$ cat src/rtl/mem_port_arbiter_pkg.sv
// Shared types and constants for the I/D memory port arbiter.
// The optional ARB_PERF_CNT_EN build adds grant/conflict counters to the top.
package mem_arb_pkg;
  localparam int DATA_W_DEF     = 32;
  localparam int STRB_W         = DATA_W_DEF / 8;
  localparam int STARVE_CNT_MAX = 15;
  localparam int STARVE_CNT_W   = 4;

  typedef enum logic [1:0] {IDLE = 2'd0, ISSUE = 2'd1, WAIT = 2'd2} arb_state_e;
  typedef enum logic [1:0] {OWN_NONE = 2'd0, OWN_I = 2'd1, OWN_D = 2'd2} arb_owner_e;

  function automatic int strb_w(input int data_w);
    return data_w / 8;
  endfunction
endpackage

$ cat src/rtl/mem_port_arbiter_if.sv
// Requester (I/D) and memory-side signals of mem_port_arbiter.
// slave = arbiter view, master = the surrounding core/memory view.
interface mem_port_arbiter_if #(
  parameter int ADDR_W = 32,
  parameter int DATA_W = 32
);
  localparam int SW = DATA_W / 8;

  logic              iReqValid;
  logic [ADDR_W-1:0] iReqAddr;
  logic              iReqReady;
  logic              iRespValid;
  logic [DATA_W-1:0] iRespData;
  logic [ADDR_W-1:0] iRespAddr;

  logic              dReqValid;
  logic [ADDR_W-1:0] dReqAddr;
  logic              dReqWe;
  logic [DATA_W-1:0] dReqWdata;
  logic [SW-1:0]     dReqWstrb;
  logic              dReqReady;
  logic              dRespValid;
  logic [DATA_W-1:0] dRespData;
  logic [ADDR_W-1:0] dRespAddr;

  logic              memReqValid;
  logic [ADDR_W-1:0] memAddr;
  logic              memWe;
  logic [DATA_W-1:0] memWdata;
  logic [SW-1:0]     memWstrb;
  logic              memReady;
  logic              memRespValid;
  logic [DATA_W-1:0] memRespData;

  modport slave (
    input  iReqValid, iReqAddr,
    output iReqReady, iRespValid, iRespData, iRespAddr,
    input  dReqValid, dReqAddr, dReqWe, dReqWdata, dReqWstrb,
    output dReqReady, dRespValid, dRespData, dRespAddr,
    output memReqValid, memAddr, memWe, memWdata, memWstrb,
    input  memReady, memRespValid, memRespData
  );

  modport master (
    output iReqValid, iReqAddr,
    input  iReqReady, iRespValid, iRespData, iRespAddr,
    output dReqValid, dReqAddr, dReqWe, dReqWdata, dReqWstrb,
    input  dReqReady, dRespValid, dRespData, dRespAddr,
    input  memReqValid, memAddr, memWe, memWdata, memWstrb,
    output memReady, memRespValid, memRespData
  );
endinterface

$ cat src/rtl/mem_port_arbiter_prio.sv
// D-priority winner selection with a starvation guard that forces I through
// after STARVE_LIMIT consecutive D grants while I waits.
module arb_priority_sel
  import mem_arb_pkg::*;
#(
  parameter int STARVE_LIMIT = 4
) (
  input  logic                    i_i_valid,
  input  logic                    i_d_valid,
  input  logic [STARVE_CNT_W-1:0] i_starve_cnt,
  input  logic                    i_grant_en,
  output logic                    o_gnt_i,
  output logic                    o_gnt_d,
  output logic [STARVE_CNT_W-1:0] o_starve_nxt
);
  logic w_i_forced;

  assign w_i_forced = i_i_valid && (int'(i_starve_cnt) >= STARVE_LIMIT);
  assign o_gnt_i    = i_grant_en && i_i_valid && (!i_d_valid || w_i_forced);
  assign o_gnt_d    = i_grant_en && i_d_valid && !o_gnt_i;

  always_comb begin
    o_starve_nxt = i_starve_cnt;
    if (o_gnt_i || (o_gnt_d && !i_i_valid))
      o_starve_nxt = '0;
    else if (o_gnt_d && (i_starve_cnt != STARVE_CNT_W'(STARVE_CNT_MAX)))
      o_starve_nxt = i_starve_cnt + 1'b1;
  end
endmodule

$ cat src/rtl/mem_port_arbiter.sv
// Shares one single-ported memory between fetch (I) and load/store (D), one
// transaction in flight. Define ARB_PERF_CNT_EN for grant/conflict counters.
module mem_port_arbiter
  import mem_arb_pkg::*;
#(
  parameter int ADDR_W       = 32,
  parameter int DATA_W       = 32,
  parameter int STARVE_LIMIT = 4
) (
  input logic clk,
  input logic rst_n,
  mem_port_arbiter_if.slave bus
`ifdef ARB_PERF_CNT_EN
  ,
  output logic [31:0] iGrantCnt,
  output logic [31:0] dGrantCnt,
  output logic [31:0] conflictCnt
`endif
);
  localparam int SW = strb_w(DATA_W);

  arb_state_e              r_state, w_state_nxt;
  arb_owner_e              r_owner;
  logic [STARVE_CNT_W-1:0] r_starve, w_starve_nxt;
  logic                    w_gnt_i, w_gnt_d, w_accept, w_resp_take;

  logic [ADDR_W-1:0] r_addr;
  logic              r_we;
  logic [DATA_W-1:0] r_wdata;
  logic [SW-1:0]     r_wstrb;

  logic              r_i_vld, r_d_vld;
  logic [DATA_W-1:0] r_i_data, r_d_data;
  logic [ADDR_W-1:0] r_i_addr, r_d_addr;

  // Grants are gated by rst_n so readies read 0 while reset is held.
  arb_priority_sel #(.STARVE_LIMIT(STARVE_LIMIT)) u_sel (
    .i_i_valid   (bus.iReqValid),
    .i_d_valid   (bus.dReqValid),
    .i_starve_cnt(r_starve),
    .i_grant_en  (rst_n && (r_state == IDLE)),
    .o_gnt_i     (w_gnt_i),
    .o_gnt_d     (w_gnt_d),
    .o_starve_nxt(w_starve_nxt)
  );

  assign w_accept    = w_gnt_i | w_gnt_d;
  assign w_resp_take = bus.memRespValid &&
                       ((r_state == WAIT) || ((r_state == ISSUE) && bus.memReady));

  always_ff @(posedge clk or negedge rst_n) begin
    if (!rst_n) r_state <= IDLE;
    else        r_state <= w_state_nxt;
  end

  always_comb begin
    w_state_nxt = r_state;
    unique case (r_state)
      IDLE:    if (w_accept) w_state_nxt = ISSUE;
      ISSUE:   if (bus.memReady) w_state_nxt = bus.memRespValid ? IDLE : WAIT;
      WAIT:    if (bus.memRespValid) w_state_nxt = IDLE;
      default: w_state_nxt = IDLE;
    endcase
  end

  always_comb begin
    bus.iReqReady   = w_gnt_i;
    bus.dReqReady   = w_gnt_d;
    bus.memReqValid = (r_state == ISSUE);
    bus.memAddr     = r_addr;
    bus.memWe       = r_we;
    bus.memWdata    = r_wdata;
    bus.memWstrb    = r_wstrb;
    bus.iRespValid  = r_i_vld;
    bus.iRespData   = r_i_data;
    bus.iRespAddr   = r_i_addr;
    bus.dRespValid  = r_d_vld;
    bus.dRespData   = r_d_data;
    bus.dRespAddr   = r_d_addr;
  end

  // Fetches are word-aligned reads; the latched request is held through ISSUE.
  always_ff @(posedge clk or negedge rst_n) begin
    if (!rst_n) begin
      r_starve <= '0;
      r_owner  <= OWN_NONE;
      r_addr   <= '0;
      r_we     <= 1'b0;
      r_wdata  <= '0;
      r_wstrb  <= '0;
    end else begin
      r_starve <= w_starve_nxt;
      if (w_gnt_i) begin
        r_owner <= OWN_I;
        r_addr  <= bus.iReqAddr & ~ADDR_W'(3);
        r_we    <= 1'b0;
        r_wdata <= '0;
        r_wstrb <= '0;
      end else if (w_gnt_d) begin
        r_owner <= OWN_D;
        r_addr  <= bus.dReqAddr;
        r_we    <= bus.dReqWe;
        r_wdata <= bus.dReqWdata;
        r_wstrb <= bus.dReqWstrb;
      end else if (w_resp_take) begin
        r_owner <= OWN_NONE;
      end
    end
  end

  always_ff @(posedge clk or negedge rst_n) begin
    if (!rst_n) begin
      r_i_vld  <= 1'b0;
      r_d_vld  <= 1'b0;
      r_i_data <= '0;
      r_d_data <= '0;
      r_i_addr <= '0;
      r_d_addr <= '0;
    end else begin
      r_i_vld <= w_resp_take && (r_owner == OWN_I);
      r_d_vld <= w_resp_take && (r_owner == OWN_D);
      if (w_resp_take && (r_owner == OWN_I)) begin
        r_i_data <= bus.memRespData;
        r_i_addr <= r_addr;
      end
      if (w_resp_take && (r_owner == OWN_D)) begin
        r_d_data <= r_we ? '0 : bus.memRespData;
        r_d_addr <= r_addr;
      end
    end
  end

`ifdef ARB_PERF_CNT_EN
  logic [31:0] r_i_gnt_cnt, r_d_gnt_cnt, r_conflict_cnt;

  always_ff @(posedge clk or negedge rst_n) begin
    if (!rst_n) begin
      r_i_gnt_cnt    <= '0;
      r_d_gnt_cnt    <= '0;
      r_conflict_cnt <= '0;
    end else begin
      if (w_gnt_i) r_i_gnt_cnt <= r_i_gnt_cnt + 32'd1;
      if (w_gnt_d) r_d_gnt_cnt <= r_d_gnt_cnt + 32'd1;
      if ((r_state == IDLE) && bus.iReqValid && bus.dReqValid)
        r_conflict_cnt <= r_conflict_cnt + 32'd1;
    end
  end

  assign iGrantCnt   = r_i_gnt_cnt;
  assign dGrantCnt   = r_d_gnt_cnt;
  assign conflictCnt = r_conflict_cnt;
`endif
endmodule

$ cat src/flat_wrapper.sv
// flat-port wrapper written by rule: the top's interface ports become plain ports
module mem_port_arbiter_flat import mem_arb_pkg::*;
#(
  parameter int ADDR_W       = 32,
  parameter int DATA_W       = 32,
  parameter int STARVE_LIMIT = 4
)
  (clk, rst_n, bus_iReqValid, bus_iReqAddr, bus_iReqReady, bus_iRespValid, bus_iRespData, bus_iRespAddr, bus_dReqValid, bus_dReqAddr, bus_dReqWe, bus_dReqWdata, bus_dReqWstrb, bus_dReqReady, bus_dRespValid, bus_dRespData, bus_dRespAddr, bus_memReqValid, bus_memAddr, bus_memWe, bus_memWdata, bus_memWstrb, bus_memReady, bus_memRespValid, bus_memRespData);
  mem_port_arbiter_if #(.ADDR_W(ADDR_W), .DATA_W(DATA_W)) bus_i ();
  input logic clk;
  input logic rst_n;
  input wire logic [$bits(bus_i.iReqValid)-1:0] bus_iReqValid;
  input wire logic [$bits(bus_i.iReqAddr)-1:0] bus_iReqAddr;
  output wire logic [$bits(bus_i.iReqReady)-1:0] bus_iReqReady;
  output wire logic [$bits(bus_i.iRespValid)-1:0] bus_iRespValid;
  output wire logic [$bits(bus_i.iRespData)-1:0] bus_iRespData;
  output wire logic [$bits(bus_i.iRespAddr)-1:0] bus_iRespAddr;
  input wire logic [$bits(bus_i.dReqValid)-1:0] bus_dReqValid;
  input wire logic [$bits(bus_i.dReqAddr)-1:0] bus_dReqAddr;
  input wire logic [$bits(bus_i.dReqWe)-1:0] bus_dReqWe;
  input wire logic [$bits(bus_i.dReqWdata)-1:0] bus_dReqWdata;
  input wire logic [$bits(bus_i.dReqWstrb)-1:0] bus_dReqWstrb;
  output wire logic [$bits(bus_i.dReqReady)-1:0] bus_dReqReady;
  output wire logic [$bits(bus_i.dRespValid)-1:0] bus_dRespValid;
  output wire logic [$bits(bus_i.dRespData)-1:0] bus_dRespData;
  output wire logic [$bits(bus_i.dRespAddr)-1:0] bus_dRespAddr;
  output wire logic [$bits(bus_i.memReqValid)-1:0] bus_memReqValid;
  output wire logic [$bits(bus_i.memAddr)-1:0] bus_memAddr;
  output wire logic [$bits(bus_i.memWe)-1:0] bus_memWe;
  output wire logic [$bits(bus_i.memWdata)-1:0] bus_memWdata;
  output wire logic [$bits(bus_i.memWstrb)-1:0] bus_memWstrb;
  input wire logic [$bits(bus_i.memReady)-1:0] bus_memReady;
  input wire logic [$bits(bus_i.memRespValid)-1:0] bus_memRespValid;
  input wire logic [$bits(bus_i.memRespData)-1:0] bus_memRespData;
  assign bus_i.iReqValid = bus_iReqValid;
  assign bus_i.iReqAddr = bus_iReqAddr;
  assign bus_iReqReady = bus_i.iReqReady;
  assign bus_iRespValid = bus_i.iRespValid;
  assign bus_iRespData = bus_i.iRespData;
  assign bus_iRespAddr = bus_i.iRespAddr;
  assign bus_i.dReqValid = bus_dReqValid;
  assign bus_i.dReqAddr = bus_dReqAddr;
  assign bus_i.dReqWe = bus_dReqWe;
  assign bus_i.dReqWdata = bus_dReqWdata;
  assign bus_i.dReqWstrb = bus_dReqWstrb;
  assign bus_dReqReady = bus_i.dReqReady;
  assign bus_dRespValid = bus_i.dRespValid;
  assign bus_dRespData = bus_i.dRespData;
  assign bus_dRespAddr = bus_i.dRespAddr;
  assign bus_memReqValid = bus_i.memReqValid;
  assign bus_memAddr = bus_i.memAddr;
  assign bus_memWe = bus_i.memWe;
  assign bus_memWdata = bus_i.memWdata;
  assign bus_memWstrb = bus_i.memWstrb;
  assign bus_i.memReady = bus_memReady;
  assign bus_i.memRespValid = bus_memRespValid;
  assign bus_i.memRespData = bus_memRespData;
  mem_port_arbiter #(.ADDR_W(ADDR_W), .DATA_W(DATA_W), .STARVE_LIMIT(STARVE_LIMIT)) u_core (.clk(clk), .rst_n(rst_n), .bus(bus_i));
endmodule
$ cat config.mk
export PLATFORM = sky130hd
export DESIGN_NAME = mem_port_arbiter_flat
export DESIGN_NICKNAME = d
export VERILOG_FILES = /design/src/rtl/mem_port_arbiter_pkg.sv /design/src/rtl/mem_port_arbiter_if.sv /design/src/rtl/mem_port_arbiter_prio.sv /design/src/rtl/mem_port_arbiter.sv /design/src/flat_wrapper.sv
export SDC_FILE = /design/constraint.sdc
export NUM_CORES = 1
export LEC_CHECK = 0
export CAP_MARGIN = 10
export CORE_AREA = 2 2 150 152
export CTS_BUF_LIST = sky130_fd_sc_hd__clkbuf_4 sky130_fd_sc_hd__clkbuf_8
export DETAILED_ROUTE_END_ITERATION = 7
export DIE_AREA = 0 0 152 154
export GPL_TIMING_DRIVEN = 0
export PLACE_DENSITY = 0.78
export SYNTH_ARGS = -nofsm -noshare
export SYNTH_HDL_FRONTEND = slang
export SYNTH_SLANG_ARGS = --single-unit
export TNS_END_PERCENT = 1
$ cat constraint.sdc
create_clock -name clk -period 1.6 [get_ports clk]
set_input_delay 0.32 -clock clk [delete_from_list [all_inputs] [get_ports clk]]
set_output_delay 0.32 -clock clk [all_outputs]
set_load 0.03 [all_outputs]
==> impl_metrics.yaml <==
run_status:
  run_status: "complete, but fails checks"
  failed_checks: "negative hold slack, negative setup slack"
route:
  route.antenna.remaining_nets: 0
  number_of_remaining_drc_errors: 0
  drt-vias-per-instance: 4.89
  initialDrtViolationCount: 203
  routed_wirelength_microns: 24600
  detail_route.wl_per_cell_microns: 19.6
  via_count: 6128
  detailedRoute.firstPassIterationCount: 4
power_and_ir_drop:
  share_seq_of_total_power_pct: 33.0
  cellLeakagePower_nw: 6.88
  clkPwrFrac_pct: 20.0
  cellPowerDensity_nw_per_um2: 2000
  worst_ir_drop_vdd_mv: 1.05
  p_comb_share_pct: 47.0
  p_sw_mw: 10.8
  int_pwr_mw: 16.7
  power.switching_fraction_pct: 39.3
global_route:
  grt_first_pass_wirelength_microns: 38100
  first_global_vias: 6649
  grt_start_max_net_pins: 56
  grt_util_all_layers_pct: 20.5
  grt_antenna_before_repair: 0
  globalRouteOverflowTotal: 0
sta:
  min_period_ps: 2090
  finalHoldWorstSlack_ps: -303
  hold_violations: 100
  setup_violations: 195
  finClkSkew_ps: 17.2
  slew_violations: 0
  fmaxAchievable_mhz: 479
  rsz0062_at_grt: "yes"
  timing.final.ws_setup_ps: -487
  final.period_utilization_pct: 130
  tightestPinTransition_ps: 561
  max-slew-margin-rel_pct: 62.6
critical_path:
  worst-endpoint-arrival_ps: 1770
  cp_slowest_cell: "sky130_fd_sc_hd__dfrtp_2"
  cpMostUsedCell: "sky130_fd_sc_hd__buf_6"
  critical_path_class: "reg -> out"
  worstSetupEndpointType: "output port"
  cpPeakStageDelay_ps: 430
  timing.critical_path.from_type: "flop"
  required_ps: 1280
  timing.critical_path.cells: "nor4bb_2, buf_4, and2_4, buf_6, buf_6"
  worst-path-max-fanout: 4
layout:
  n_antenna_cell: 0
  final_area_sq_um: 13800
  finish.net_count: 1084
  syn_to_final_growth_pct: 55.8
  reg_area_sq_um: 5180
  num-fill-cells: 1658
  layout-drive-gt1-share_pct: 50.8
  final_core_area_utilization_pct: 63.4
  multi_input_gate_area_in_the_final_layout_sq_um: 3510
synthesis:
  post_synth_edffs: 0
  synthDistinctLibCells: 35
  yosys-top-cells-area: "sky130_fd_sc_hd__dfrtp_1 (59%), sky130_fd_sc_hd__mux2_4 (17%), sky130_fd_sc_hd__mux2_2 (11%), sky130_fd_sc_hd__a22o_1 (3.9%), sky130_fd_sc_hd__nor2b_1 (2.3%)"
  fraction_of_registers_with_async_set_or_reset_after_synthesis_pct: 100
  synthesis.yosys.warnings: 0
  syn_area_sq_um: 8830
  synth_seq_area_share_pct: 58.7
  synth_seq_cells: 207
  yosys-top-cells-count: "sky130_fd_sc_hd__dfrtp_1 (207), sky130_fd_sc_hd__mux2_4 (98), sky130_fd_sc_hd__mux2_2 (90)"
  synthesis.area_per_instance_sq_um: 16.3
  mappedNetlistNets: 680
  post-synth-top-count-cell: "sky130_fd_sc_hd__dfrtp_1"
  syn_inst: 540
  ys_dominant_reg_cell: "sky130_fd_sc_hd__dfrtp_1"
  synth_top_area_cell: "sky130_fd_sc_hd__dfrtp_1"
  proportion_of_netlist_area_held_by_the_largest_area_contributor_pct: 58.7
place:
  gp_congestion: 0.785
  placedInstanceArea_sq_um: 12800
  dpl_worst_slack_ps: -2090
  hpwl_after_detailed_placement_microns: 16500
  number_of_port_buffers: 338
cts:
  numCtsBuffers: 37
  clock_tree_from_tritoncts: "built"
  cts-htree-levels: 2
  cts_sinks: 207
  cts_buffer_depth: 3
  cts-root-buf: "sky130_fd_sc_hd__clkbuf_8"
  hold_buffer_count_at_cts: 1
  worstSkewPairLatency_ps: 510
  clkSlewWorstSetupHoldPaths_ps: 60
die:
  fp.dieH_microns: 154
  die_area_sq_um: 23400
  core_region_area_sq_um: 21700
  core.rowCount: 54
  io_pins: 341
  start_util_pct: 40.7
  chipWidth_microns: 152
min_path:
  worstHoldPathType: "in -> async"
job:
  timing.max_cap.violations: 0
==> critical path: cells and delay by family, from the launching register on <==
kind	cells	cell delay (ps)
and+or+nand+nor	2	440
DFF	1	430
buffers and inverters	3	400
==> layer usage <==
layer  wire [microns]  part of all wire [%]  track usage (%)  vias to the layer above
met4              445                   1.8             5.56                        0
met1            10300                    42             25.0                     3092
met2            12300                    50             35.5                      252
met3             1520                   6.2             5.98                       35
met5                0                     0                0                        -
li1                 -                     -                -                     2749
==> repair_timing <==
action | in CTS | in global routing
hold endpoints to repair | 125 | 100
cloned | 3 | 2
pin swaps | 4 | 14
setup endpoints to repair | 406 | 314
resized for setup | 530 | 144
buffers inserted | 10 | 11
==> flip-flops by register name, indices dropped and copies added (netlist names), 2 cells and up <==
register,count
u_core.bus.dRespAddr,32
u_core.bus.dRespData,32
u_core.bus.iRespAddr,32
u_core.bus.iRespData,32
u_core.bus.memAddr,32
u_core.bus.memWdata,32
u_core.bus.memWstrb,4
u_core.r_owner,2
u_core.r_starve,4
u_core.r_state,2
==> final cells by class <==
class	count	share of cell area, %
flip-flops and latches	207	37.7
repair buffers	366	24.6
well taps	280	2.55
plain buffers	32	3.22
clock buffers	63	5.89
clock inverters	4	0.346
inverters	7	0.209
multi-input cells	293	25.5
==> layout by cell type, fill, tap and decap left out, drive strengths merged, types with 2 or more instances in the layout <==
cell type	n
o2111ai	2
a22o	39
dfrtp	207
clkdlybuf4s50	135
bufbuf	3
inv	7
nand2	2
clkinv	2
mux2	188
clkbuf	147
clkdlybuf4s15	102
o21ai	2
a31oi	4
buf	72
nor2	4
nor2b	33
==> path summary, 6_finish.rpt <==
kind / startpoint / endpoint / slack (ps) / depth (start not counted)
worst max-delay path: u_core.r_state[1] / bus_dReqReady / -490 / 5
worst min-delay path: rst_n / u_core.bus.memAddr[2] / -300 / 1
worst max register to register: u_core.r_state[1] / u_core.bus.dRespAddr[28] / -430 / 7
worst min register to register: u_core.bus.memWdata[2] / u_core.bus.memWdata[2] / 500 / 1
max in group asynchronous: rst_n / u_core.bus.memWe / 1190 / 2
min in group clk: bus_dReqWdata[28] / u_core.bus.memWdata[28] / 420 / 2
==> stage by stage <==
stage / TNS [ps] / total power, mW / hold WS [ps] / instances
after floorplan: -2790 / 17.1 / 24.4 / 540
after global placement: -2443080 / 22.9 / 483 / 1158
after detailed placement: -160660 / 23.1 / 401 / 1159
after CTS: -57810 / 28.0 / -322 / 1240
after global routing: -74370 / 28.7 / -320 / 1252
final: -62010 / 27.5 / -303 / 1252
==> kinds of logic after synthesis <==
logic type / after synthesis / synth area share [%]
multiplexers: 188 / 28.2
AO/OA/AOI/OAI: 52 / 5.09
flip-flops: 207 / 58.7
adder cells (fa/ha/maj): 1 / 0.142
buffers and inverters: 40 / 4.22
AND/OR/NAND/NOR: 52 / 3.71
==> power by group through the flow <==
stage               clock network [mW]  registers [mW]  logic, mW
floorplan                            0            13.1       4.01
global placement                     0            9.03       13.9
detailed placement                   0            9.06       14.1
CTS                               5.63            9.04       13.3
global route                      5.87            9.35       13.5
finish                            5.50            9.06       12.9
No activity file was read; power rests on OpenSTA's default activity.
